==> config.mk <==
export PLATFORM = sky130hd
export DESIGN_NAME = brg_hb_csr_response_unit
export DESIGN_NICKNAME = d
export VERILOG_FILES = /design/src/rtl/brg_hb_csr_pkg.sv /design/src/rtl/brg_hb_csr_resp_fifo.sv /design/src/rtl/brg_hb_csr_response_unit.sv
export SDC_FILE = /design/constraint.sdc
export NUM_CORES = 1
export LEC_CHECK = 0
export ABC_AREA = 1
export BUFFER_PORTS_ARGS = -buffer_cell sky130_fd_sc_hd__buf_2
export CAP_MARGIN = 40
export CELL_PAD_IN_SITES_DETAIL_PLACEMENT = 2
export CELL_PAD_IN_SITES_GLOBAL_PLACEMENT = 2
export CORE_MARGIN = 2
export CORE_UTILIZATION = 28
export DETAILED_ROUTE_END_ITERATION = 12
export GPL_TIMING_DRIVEN = 1
export PLACE_DENSITY_LB_ADDON = 0.1
export SKIP_LAST_GASP = 1
export SLEW_MARGIN = 10
export SYNTH_ARGS = -nofsm -noshare
export SYNTH_HDL_FRONTEND = slang
export SYNTH_SLANG_ARGS = --single-unit
==> constraint.sdc <==
create_clock -name clk_i -period 1.8 [get_ports clk_i]
set_input_delay 0.36 -clock clk_i [delete_from_list [all_inputs] [get_ports clk_i]]
set_output_delay 0.36 -clock clk_i [all_outputs]
set_load 0.05 [all_outputs]
==> src/rtl/brg_hb_csr_pkg.sv <==
// brg_hb_csr_pkg: CSR response types, freeze CSR address and entry macros
`ifndef BRG_HB_CSR_PKG_SV
`define BRG_HB_CSR_PKG_SV

`define BRG_HB_CSR_RESP_ENTRY_WIDTH(x_mp, y_mp, d_mp, id_mp) (2 + (d_mp) + (id_mp) + (x_mp) + (y_mp))

`define DECLARE_BRG_HB_CSR_RESP_ENTRY_S(x_mp, y_mp, d_mp, id_mp) \
  typedef struct packed { \
    csr_ret_type_e ret_type; \
    logic [(d_mp)-1:0] data; \
    logic [(id_mp)-1:0] load_id; \
    logic [(x_mp)-1:0] x; \
    logic [(y_mp)-1:0] y; \
  } csr_resp_entry_s

package brg_hb_csr_pkg;
  localparam int csr_freeze_addr_gp = 'h8000;
  typedef enum logic [1:0] {
    e_ret_store_ack = 2'd0,
    e_ret_load = 2'd1,
    e_ret_error = 2'd2
  } csr_ret_type_e;
endpackage

`endif

==> src/rtl/brg_hb_csr_resp_fifo.sv <==
// brg_hb_csr_resp_fifo: in-order response FIFO with async reset, v/ready both sides and occupancy count
module brg_hb_csr_resp_fifo #(
  parameter int width_p = 8,
  parameter int els_p = 4
) (
  input  logic                       clk_i,
  input  logic                       reset_i,
  input  logic                       v_i,
  input  logic [width_p-1:0]         data_i,
  output logic                       ready_o,
  output logic                       v_o,
  output logic [width_p-1:0]         data_o,
  input  logic                       yumi_i,
  output logic [$clog2(els_p+1)-1:0] count_o
);
  localparam int ptr_w = $clog2(els_p);
  localparam int cnt_w = $clog2(els_p + 1);
  logic [width_p-1:0] mem_q [els_p];
  logic [ptr_w-1:0] wptr_q, wptr_d, rptr_q, rptr_d;
  logic [cnt_w-1:0] count_q, count_d;
  logic enq, deq;
  // next-state for pointers and count; full blocks enqueue even when dequeuing
  always_comb begin
    ready_o = count_q != cnt_w'(els_p);
    v_o = count_q != '0;
    enq = v_i & ready_o;
    deq = v_o & yumi_i;
    wptr_d = enq ? wptr_q + ptr_w'(1) : wptr_q;
    rptr_d = deq ? rptr_q + ptr_w'(1) : rptr_q;
    count_d = count_q + cnt_w'(enq) - cnt_w'(deq);
  end
  // pointer and count state, cleared asynchronously
  always_ff @(posedge clk_i or posedge reset_i) begin
    if (reset_i) begin
      wptr_q <= '0;
      rptr_q <= '0;
      count_q <= '0;
    end else begin
      wptr_q <= wptr_d;
      rptr_q <= rptr_d;
      count_q <= count_d;
    end
  end
  // storage needs no reset; validity is tracked by count
  always_ff @(posedge clk_i) begin
    if (enq) mem_q[wptr_q] <= data_i;
  end
  assign data_o = mem_q[rptr_q];
  assign count_o = count_q;
endmodule

==> src/rtl/brg_hb_csr_response_unit.sv <==
// brg_hb_csr_response_unit: buffers CSR responses and emits return packets; BRG_HB_CSR_RESP_STATS_EN adds per-type dequeue counters
module brg_hb_csr_response_unit
  import brg_hb_csr_pkg::*;
#(
  parameter int x_cord_width_p = 4,
  parameter int y_cord_width_p = 4,
  parameter int data_width_p = 32,
  parameter int addr_width_p = 32,
  parameter int load_id_width_p = 5,
  parameter int fifo_els_p = 4
) (
  input  logic                             clk_i,
  input  logic                             reset_i,
  input  logic [x_cord_width_p-1:0]        my_x_i,
  input  logic [y_cord_width_p-1:0]        my_y_i,
  input  logic                             req_v_i,
  input  logic                             req_we_i,
  input  logic [addr_width_p-1:0]          req_addr_i,
  input  logic [load_id_width_p-1:0]       req_load_id_i,
  input  logic [x_cord_width_p-1:0]        req_src_x_i,
  input  logic [y_cord_width_p-1:0]        req_src_y_i,
  output logic                             req_ready_o,
  input  logic                             freeze_i,
  output logic                             ret_v_o,
  input  logic                             ret_ready_i,
  output logic [1:0]                       ret_type_o,
  output logic [data_width_p-1:0]          ret_data_o,
  output logic [load_id_width_p-1:0]       ret_load_id_o,
  output logic [x_cord_width_p-1:0]        ret_x_o,
  output logic [y_cord_width_p-1:0]        ret_y_o,
`ifdef BRG_HB_CSR_RESP_STATS_EN
  output logic [15:0]                      ack_count_o,
  output logic [15:0]                      load_count_o,
  output logic [15:0]                      err_count_o,
`endif
  output logic [$clog2(fifo_els_p+1)-1:0]  pending_o
);
  `DECLARE_BRG_HB_CSR_RESP_ENTRY_S(x_cord_width_p, y_cord_width_p, data_width_p, load_id_width_p);
  localparam int entry_w = `BRG_HB_CSR_RESP_ENTRY_WIDTH(x_cord_width_p, y_cord_width_p, data_width_p, load_id_width_p);
  csr_resp_entry_s enq_entry, head;
  logic [entry_w-1:0] head_raw;
  logic hit, fifo_ready, deq;
  // build the response entry in the request cycle, sampling freeze before any write lands
  always_comb begin
    hit = req_addr_i == addr_width_p'(csr_freeze_addr_gp);
    enq_entry.ret_type = !hit ? e_ret_error : req_we_i ? e_ret_store_ack : e_ret_load;
    enq_entry.data = (hit && !req_we_i) ? data_width_p'(freeze_i) : '0;
    enq_entry.load_id = req_load_id_i;
    enq_entry.x = req_src_x_i;
    enq_entry.y = req_src_y_i;
  end
  brg_hb_csr_resp_fifo #(.width_p(entry_w), .els_p(fifo_els_p)) fifo (
    .clk_i(clk_i),
    .reset_i(reset_i),
    .v_i(req_v_i),
    .data_i(enq_entry),
    .ready_o(fifo_ready),
    .v_o(ret_v_o),
    .data_o(head_raw),
    .yumi_i(ret_ready_i),
    .count_o(pending_o)
  );
  assign head = head_raw;
  assign req_ready_o = fifo_ready & ~reset_i;
  assign deq = ret_v_o & ret_ready_i;
  assign ret_type_o = head.ret_type;
  assign ret_data_o = head.data;
  assign ret_load_id_o = head.load_id;
  assign ret_x_o = head.x;
  assign ret_y_o = head.y;
  wire unused_ok = &{1'b0, my_x_i, my_y_i};
  assert property (@(posedge clk_i) disable iff (reset_i) !(req_v_i && !req_ready_o))
    else $error("req_v_i while full: response dropped");
`ifdef BRG_HB_CSR_RESP_STATS_EN
  logic [15:0] ack_q, ack_d, load_q, load_d, err_q, err_d;
  // saturating per-type counts of dequeued packets
  always_comb begin
    ack_d = (deq && head.ret_type == e_ret_store_ack && ack_q != 16'hFFFF) ? ack_q + 16'd1 : ack_q;
    load_d = (deq && head.ret_type == e_ret_load && load_q != 16'hFFFF) ? load_q + 16'd1 : load_q;
    err_d = (deq && head.ret_type == e_ret_error && err_q != 16'hFFFF) ? err_q + 16'd1 : err_q;
  end
  // counter state
  always_ff @(posedge clk_i or posedge reset_i) begin
    if (reset_i) begin
      ack_q <= '0;
      load_q <= '0;
      err_q <= '0;
    end else begin
      ack_q <= ack_d;
      load_q <= load_d;
      err_q <= err_d;
    end
  end
  assign ack_count_o = ack_q;
  assign load_count_o = load_q;
  assign err_count_o = err_q;
`endif
endmodule
==> results of run 1 <==
-- through the flow --
stage,setup WS [ns],setup TNS (ns),area (um2),hold slack [ns]
detailed placement,0.02723,0,3981,0.3328
CTS,-0.07439,-0.9833,4502,0.2321
finish,-0.04173,-0.4165,4577,0.2417
floorplan,-0.2617,-0.5770,3561,0.1632
global placement,0.05726,0,3981,0.3340
global route,-0.1051,-1.405,4577,0.2424
-- cells in the final DEF (no fill, tap or decap), types with 14 or more instances in the layout --
master	instances
o21ai_1	19
nand2_1	18
o22ai_2	14
buf_4	19
conb_1	31
buf_6	19
nor2_1	39
inv_1	30
edfxtp_1	64
buf_2	55
-- metal layers --
layer | vias to the layer above | global-route usage | part of all wire
met5 | - | 0 | 0
met2 | 72 | 0.2470 | 0.53
met3 | 13 | 0.02322 | 0.045
met4 | 0 | 0.06829 | 0.022
li1 | 1108 | - | -
met1 | 1123 | 0.1524 | 0.41
-- registers in the layout, indices dropped and copies added (netlist names) --
| signal | flops |
|---|---|
| fifo.rptr_q | 2 |
| fifo.mem_q | 64 |
| fifo.wptr_q | 2 |
| fifo.count_o | 3 |
-- worst register-to-register path, stage by stage (launching register included) --
cell     delay, ns
dfrtp_2       0.42
inv_4         0.07
nand3_4       0.08
nand2_4       0.07
inv_2         0.05
ha_4          0.20
inv_2         0.06
ha_4          0.12
inv_2         0.03
fa_2          0.50
inv_1         0.03
-- report_power, final --
part,total (W),internal (W),switching [W]
registers,0.00238,0.00220,0.000179
logic,0.00490,0.00185,0.00305
clock network,0.00164,0.00101,0.000634
total,0.00892,0.00506,0.00387
-- logic make-up (layout without fill, tap and decap cells) --
group,Yosys count,after routing
xor+xnor,3,3
fa+ha+maj,7,7
other cells,1,31
simple gates,76,76
buf+inv,78,156
flops,71,71
compound gates,51,51
-- layout make-up --
class,count,area share
Sequential cell,71,0.4593
Multi-Input combinational cell,168,0.2370
Timing Repair Buffer,101,0.1703
Clock buffer,15,0.05850
Tap cell,143,0.03909
Inverter,39,0.03472
Clock inverter,1,0.001093
-- path summary, 6_finish.rpt --
kind	start	slack, ns	end	cells after the start
min in group asynchronous	reset_i	0.53	fifo.rptr_q[1]	3
worst max register to register	fifo.count_o[1]	0.06	fifo.count_o[1]	10
worst min-delay path	req_load_id_i[1]	0.24	fifo.mem_q[0][9]	1
worst min register to register	fifo.wptr_q[1]	0.63	fifo.wptr_q[1]	2
max in group asynchronous	reset_i	1.03	fifo.count_o[2]	3
worst max-delay path	fifo.rptr_q[0]	-0.04	ret_y_o[0]	5
-- what timing repair did --
action	in CTS	in global routing
gates resized for setup	59	14
gates cloned	1	0
pin swaps	12	5
buffers inserted	4	3
endpoints found under the setup margin	16	17
endpoints found under the hold margin	7	0
hold buffers	1	0
==> flow_metrics.env, run 1 <==
export IMPL_result_of_the_run="finished, violations left"
export IMPL_failed_checks="negative setup slack"
export IMPL_maxClockFrequency_ghz=0.5430
export IMPL_ys_dominant_reg_cell="edfxtp_1"
export IMPL_cp_data_arrival_time_ns=1.48
export IMPL_post_synthesis_cell_area_um2=3294
export IMPL_synth_compound_area_share=0.09533
export IMPL_die_y_um=112.5
export IMPL_finalCoreUtilization=0.3991
export IMPL_dp_hpwl_mm=5.867
export IMPL_yosys_area_share_adder=0.02886
export IMPL_fp_dieW_um=112.5
export IMPL_drt_first_pass_iters=4
export IMPL_power_density_nw_per_um2=1950
export IMPL_finalClockSkew_ns=0.003164
export IMPL_grt_first_pass_wirelength_mm=12.81
export IMPL_synth_seq_area_share=0.6365
export IMPL_drv_cap=0
export IMPL_via_count=2316
export IMPL_finalHoldViolCount=0
export IMPL_vdd_drop_max_mv=0.7387
export IMPL_synthDistinctLibCells=26
export IMPL_totalPowerFinal_w=0.008925
export IMPL_ys_ff_latch=71
export IMPL_multi_input_area_um2=1085
export IMPL_num_io_pins=111
export IMPL_synth_simple_gate_area_share=0.09115
export IMPL_grt_start_max_net_pins=18
export IMPL_initial_utilization=0.2873
export IMPL_asyncSetResetFlopFracSynth=0.09859
export IMPL_timing_setup_critical_path_class="reg2out"
export IMPL_finalWirelength_mm=8.193
export IMPL_netlist_instances=287
export IMPL_synth_top_cells_by_count="edfxtp_1 (64), nor2_1 (52), inv_1 (34)"
export IMPL_path_buf_inv=3
export IMPL_h_tree_depth=3
export IMPL_routed_via_count_divided_by_cell_count=4.305
export IMPL_p_leak_nw=1.922
export IMPL_final_period_utilization=1.023
export IMPL_finalSetupViolations=15
export IMPL_post_synth_xor_area_fraction=0.007976
export IMPL_cpPeakStageDelay_ns=0.47
export IMPL_final_layout_size_suffix_gt1_frac=0.4405
export IMPL_port_buffers=71
export IMPL_final_cell_count_no_fill=538
export IMPL_cts_num_sinks=71
export IMPL_synthDominantCellAreaShare=0.5834
export IMPL_critPathLaunchType="flip-flop"
export IMPL_finish_net_count=456
export IMPL_fp_dieArea_um2=12650
export IMPL_synth_top_family_by_area="buffers and inverters"
export IMPL_drt_wirelength_per_cell_um=15.23
export IMPL_clkTransAtPathRegs_ns=0.05
export IMPL_crit_chain="inv_8, buf_12, nor2_1, o22ai_2, buf_6"
export IMPL_tritoncts_clock_tree="built"
export IMPL_min_delay_path_class="in2reg"
export IMPL_final_critical_path_setup_slack_ns=-0.04173
export IMPL_rsz0062_at_grt="yes"
export IMPL_worstPathMaxFanout=8
export IMPL_syn_to_final_growth_pct=38.93
export IMPL_antenna_violating_nets_post_route=0
export IMPL_post_synth_mux_area_share=0
export IMPL_drc=0
export IMPL_grt_pass1_vias=2468
export IMPL_register_area_um2=2102
export IMPL_clock_insertion_delay_worst_skew_ns=0.33
export IMPL_fillers=1215
export IMPL_synth_top_cells_by_area="edfxtp_1 (58%), buf_4 (7.3%), nor2_1 (5.9%), dfrtp_1 (5.3%), inv_1 (3.9%)"
export IMPL_yosys_area_top_type="edfxtp_1"
export IMPL_grt_overflow_total=0
export IMPL_worst_endpoint_required_ns=1.44
export IMPL_fp_coreArea_um2=11470
export IMPL_diodes=0
export IMPL_place_congestion=0.6832
export IMPL_final_report_max_slew_violation_count=0
export IMPL_cts_buffers=9
export IMPL_placed_cells_incl_taps=513
export IMPL_synth_warning_count=0
export IMPL_synth_edff_count=64
export IMPL_cts_root_buf="clkbuf_16"
export IMPL_drt_initial_drc_count=105
export IMPL_final_min_clock_period_ns=1.842
export IMPL_antenna_found_initial=0
export IMPL_clk_path_buf_depth=2
export IMPL_groute_usage_overall=0.1357
export IMPL_slowest_stage="dfrtp_2"
export IMPL_syn_area_per_cell_um2=11.48
export IMPL_placementRows=39
export IMPL_path_delay_family="buffers and inverters"
export IMPL_synthMostInstantiatedCell="edfxtp_1"
export IMPL_end_kind="output port"
Note: power is estimated with default switching activity, not from simulation.
==> inputs of run 2 (changes only) <==
--- a/config.mk
+++ b/config.mk
@@ -13,8 +13,8 @@
 export CORE_MARGIN = 2
 export CORE_UTILIZATION = 28
 export DETAILED_ROUTE_END_ITERATION = 12
-export GPL_TIMING_DRIVEN = 1
 export PLACE_DENSITY_LB_ADDON = 0.1
+export RECOVER_POWER = 100
 export SKIP_LAST_GASP = 1
 export SLEW_MARGIN = 10
 export SYNTH_ARGS = -nofsm -noshare
==> run 2 against run 1 <==
  * The flow still finishes with violations (negative setup slack)
  * Global-route usage is the same
  * Largest cell class unchanged
  * Sequential cell count is the same
  * First-iteration DRC count is the same
  * Clock-buffer cell count is the same
  * Critical endpoint unchanged
  * Total power is essentially flat
==> flow_metrics.env, run 2 (same netlist as run 1, synthesis figures left out) <==
export IMPL_result_of_the_run="finished, violations left"
export IMPL_failed_checks="negative setup slack"
export IMPL_register_area_um2=2102
export IMPL_maxClockFrequency_ghz=0.5429
export IMPL_diodes=0
export IMPL_commonest_non_fill_non_tap_cell_in_the_layout="edfxtp_1"
export IMPL_clkTransAtPathRegs_ns=0.05
export IMPL_p_leak_nw=1.884
export IMPL_vdd_drop_max_mv=0.7532
export IMPL_clock_insertion_delay_worst_skew_ns=0.33
export IMPL_finalHoldViolCount=0
export IMPL_grt_overflow_total=0
export IMPL_largest_register_ffs=64
export IMPL_grt_first_pass_wirelength_mm=12.81
export IMPL_end_kind="output port"
export IMPL_finish_net_count=456
export IMPL_via_count=2316
export IMPL_finalSetupViolations=15
export IMPL_clk_path_buf_depth=2
export IMPL_layout_common_cells="edfxtp_1 (64), buf_2 (41), nor2_1 (39), conb_1 (31), inv_1 (30)"
export IMPL_ff2ff_path_depth=10
export IMPL_drt_wirelength_per_cell_um=15.18
export IMPL_min_delay_path_class="in2reg"
export IMPL_fp_dieArea_um2=12650
export IMPL_cp_startpoint="fifo.rptr_q[0]"
export IMPL_cp_data_arrival_time_ns=1.48
export IMPL_dp_hpwl_mm=5.867
export IMPL_timing_setup_critical_path_class="reg2out"
export IMPL_final_min_clock_period_ns=1.842
export IMPL_syn_to_final_growth_pct=38.40
export IMPL_num_io_pins=111
export IMPL_min_path_cells=1
export IMPL_fin_hold_ws_ns=0.2873
export IMPL_fillers=1224
export IMPL_routed_via_count_divided_by_cell_count=4.305
export IMPL_grt_start_max_net_pins=18
export IMPL_place_congestion=0.6832
export IMPL_cts_num_sinks=71
export IMPL_antenna_violating_nets_post_route=0
export IMPL_totalPowerFinal_w=0.008918
export IMPL_placementRows=39
export IMPL_r2r_start="fifo.count_o[1]"
export IMPL_finalWirelength_mm=8.169
export IMPL_place_ws_ns=0.02723
export IMPL_worst_endpoint_required_ns=1.44
export IMPL_final_report_max_slew_violation_count=0
export IMPL_largest_register="fifo.mem_q"
export IMPL_fp_coreArea_um2=11470
export IMPL_drv_cap=0
export IMPL_final_critical_path_setup_slack_ns=-0.04192
export IMPL_cts_root_buf="clkbuf_16"
export IMPL_finalClockSkew_ns=0.003279
export IMPL_hold_start="req_load_id_i[1]"
export IMPL_drt_initial_drc_count=105
export IMPL_h_tree_depth=3
export IMPL_fp_dieW_um=112.5
export IMPL_grt_pass1_vias=2468
export IMPL_drc=0
export IMPL_multi_input_area_um2=1085
export IMPL_critPathLaunchType="flip-flop"
export IMPL_initial_utilization=0.2873
export IMPL_final_layout_size_suffix_gt1_frac=0.4051
export IMPL_placed_cells_incl_taps=513
export IMPL_final_cell_count_no_fill=538
export IMPL_groute_usage_overall=0.1357
export IMPL_final_period_utilization=1.023
export IMPL_rsz0062_at_grt="yes"
export IMPL_port_buffers=71
export IMPL_cts_buffers=9
export IMPL_drt_first_pass_iters=4
export IMPL_tritoncts_clock_tree="built"
export IMPL_worstPathMaxFanout=8
export IMPL_die_y_um=112.5
export IMPL_power_density_nw_per_um2=1956
export IMPL_antenna_found_initial=0
[run 2: worst paths after layout]
check | to | slack (ns)
max in group asynchronous | fifo.count_o[2] | 1.05
min in group asynchronous | fifo.rptr_q[1] | 0.51
min reg2reg | fifo.wptr_q[1] | 0.63
max reg2reg | fifo.count_o[1] | 0.06
min | fifo.mem_q[0][9] | 0.29
max | ret_y_o[0] | -0.04
[run 2: cell type report]
class                           instances  area share
Sequential cell                        71      0.4610
Multi-Input combinational cell        168      0.2379
Timing Repair Buffer                  101      0.1671
Clock buffer                           15     0.05873
Tap cell                              143     0.03924
Inverter                               39     0.03485
Clock inverter                          1    0.001098
[run 2: report_power, final]
| part | leakage, nW | internal (W) | total [W] | switching (W) |
|---|---|---|---|---|
| sequential | 0.671 | 0.00220 | 0.00238 | 0.000179 |
| clock | 0.134 | 0.00101 | 0.00164 | 0.000634 |
| combinational | 1.08 | 0.00185 | 0.00490 | 0.00305 |
| total | 1.88 | 0.00505 | 0.00892 | 0.00386 |
[run 2: worst max-delay path, stage by stage, from the launching register on]
cell and delay, ns:
dfrtp_2 0.47, inv_8 0.14, buf_12 0.15, nor2_1 0.05, o22ai_2 0.16, buf_6 0.18
[run 2: through the flow]
stage / utilization / cell area [um2] / TNS, ns
floorplan: - / 3561 / -0.5770
global placement: 0.3472 / 3981 / 0
detailed placement: 0.3472 / 3981 / 0
CTS: 0.3926 / 4502 / -0.9833
global route: 0.3976 / 4559 / -1.405
finish: 0.3976 / 4559 / -0.4146
[run 2: what timing repair did]
item                                    4_1_cts  5_1_grt
endpoints found under the hold margin         7        0
endpoints found under the setup margin       16       17
hold buffers                                  1        0
gates resized for setup                      59       14
setup buffers                                 4        3
cloned                                        1        0
pin swaps                                    12        5
[run 2: metal layers]
metal / track usage / up-vias / wire length [um]
met5: 0 / - / 0
met4: 0.06829 / 0 / 178
met3: 0.02322 / 13 / 353
met2: 0.2470 / 72 / 4318
met1: 0.1524 / 1123 / 3318
li1: - / 1108 / -
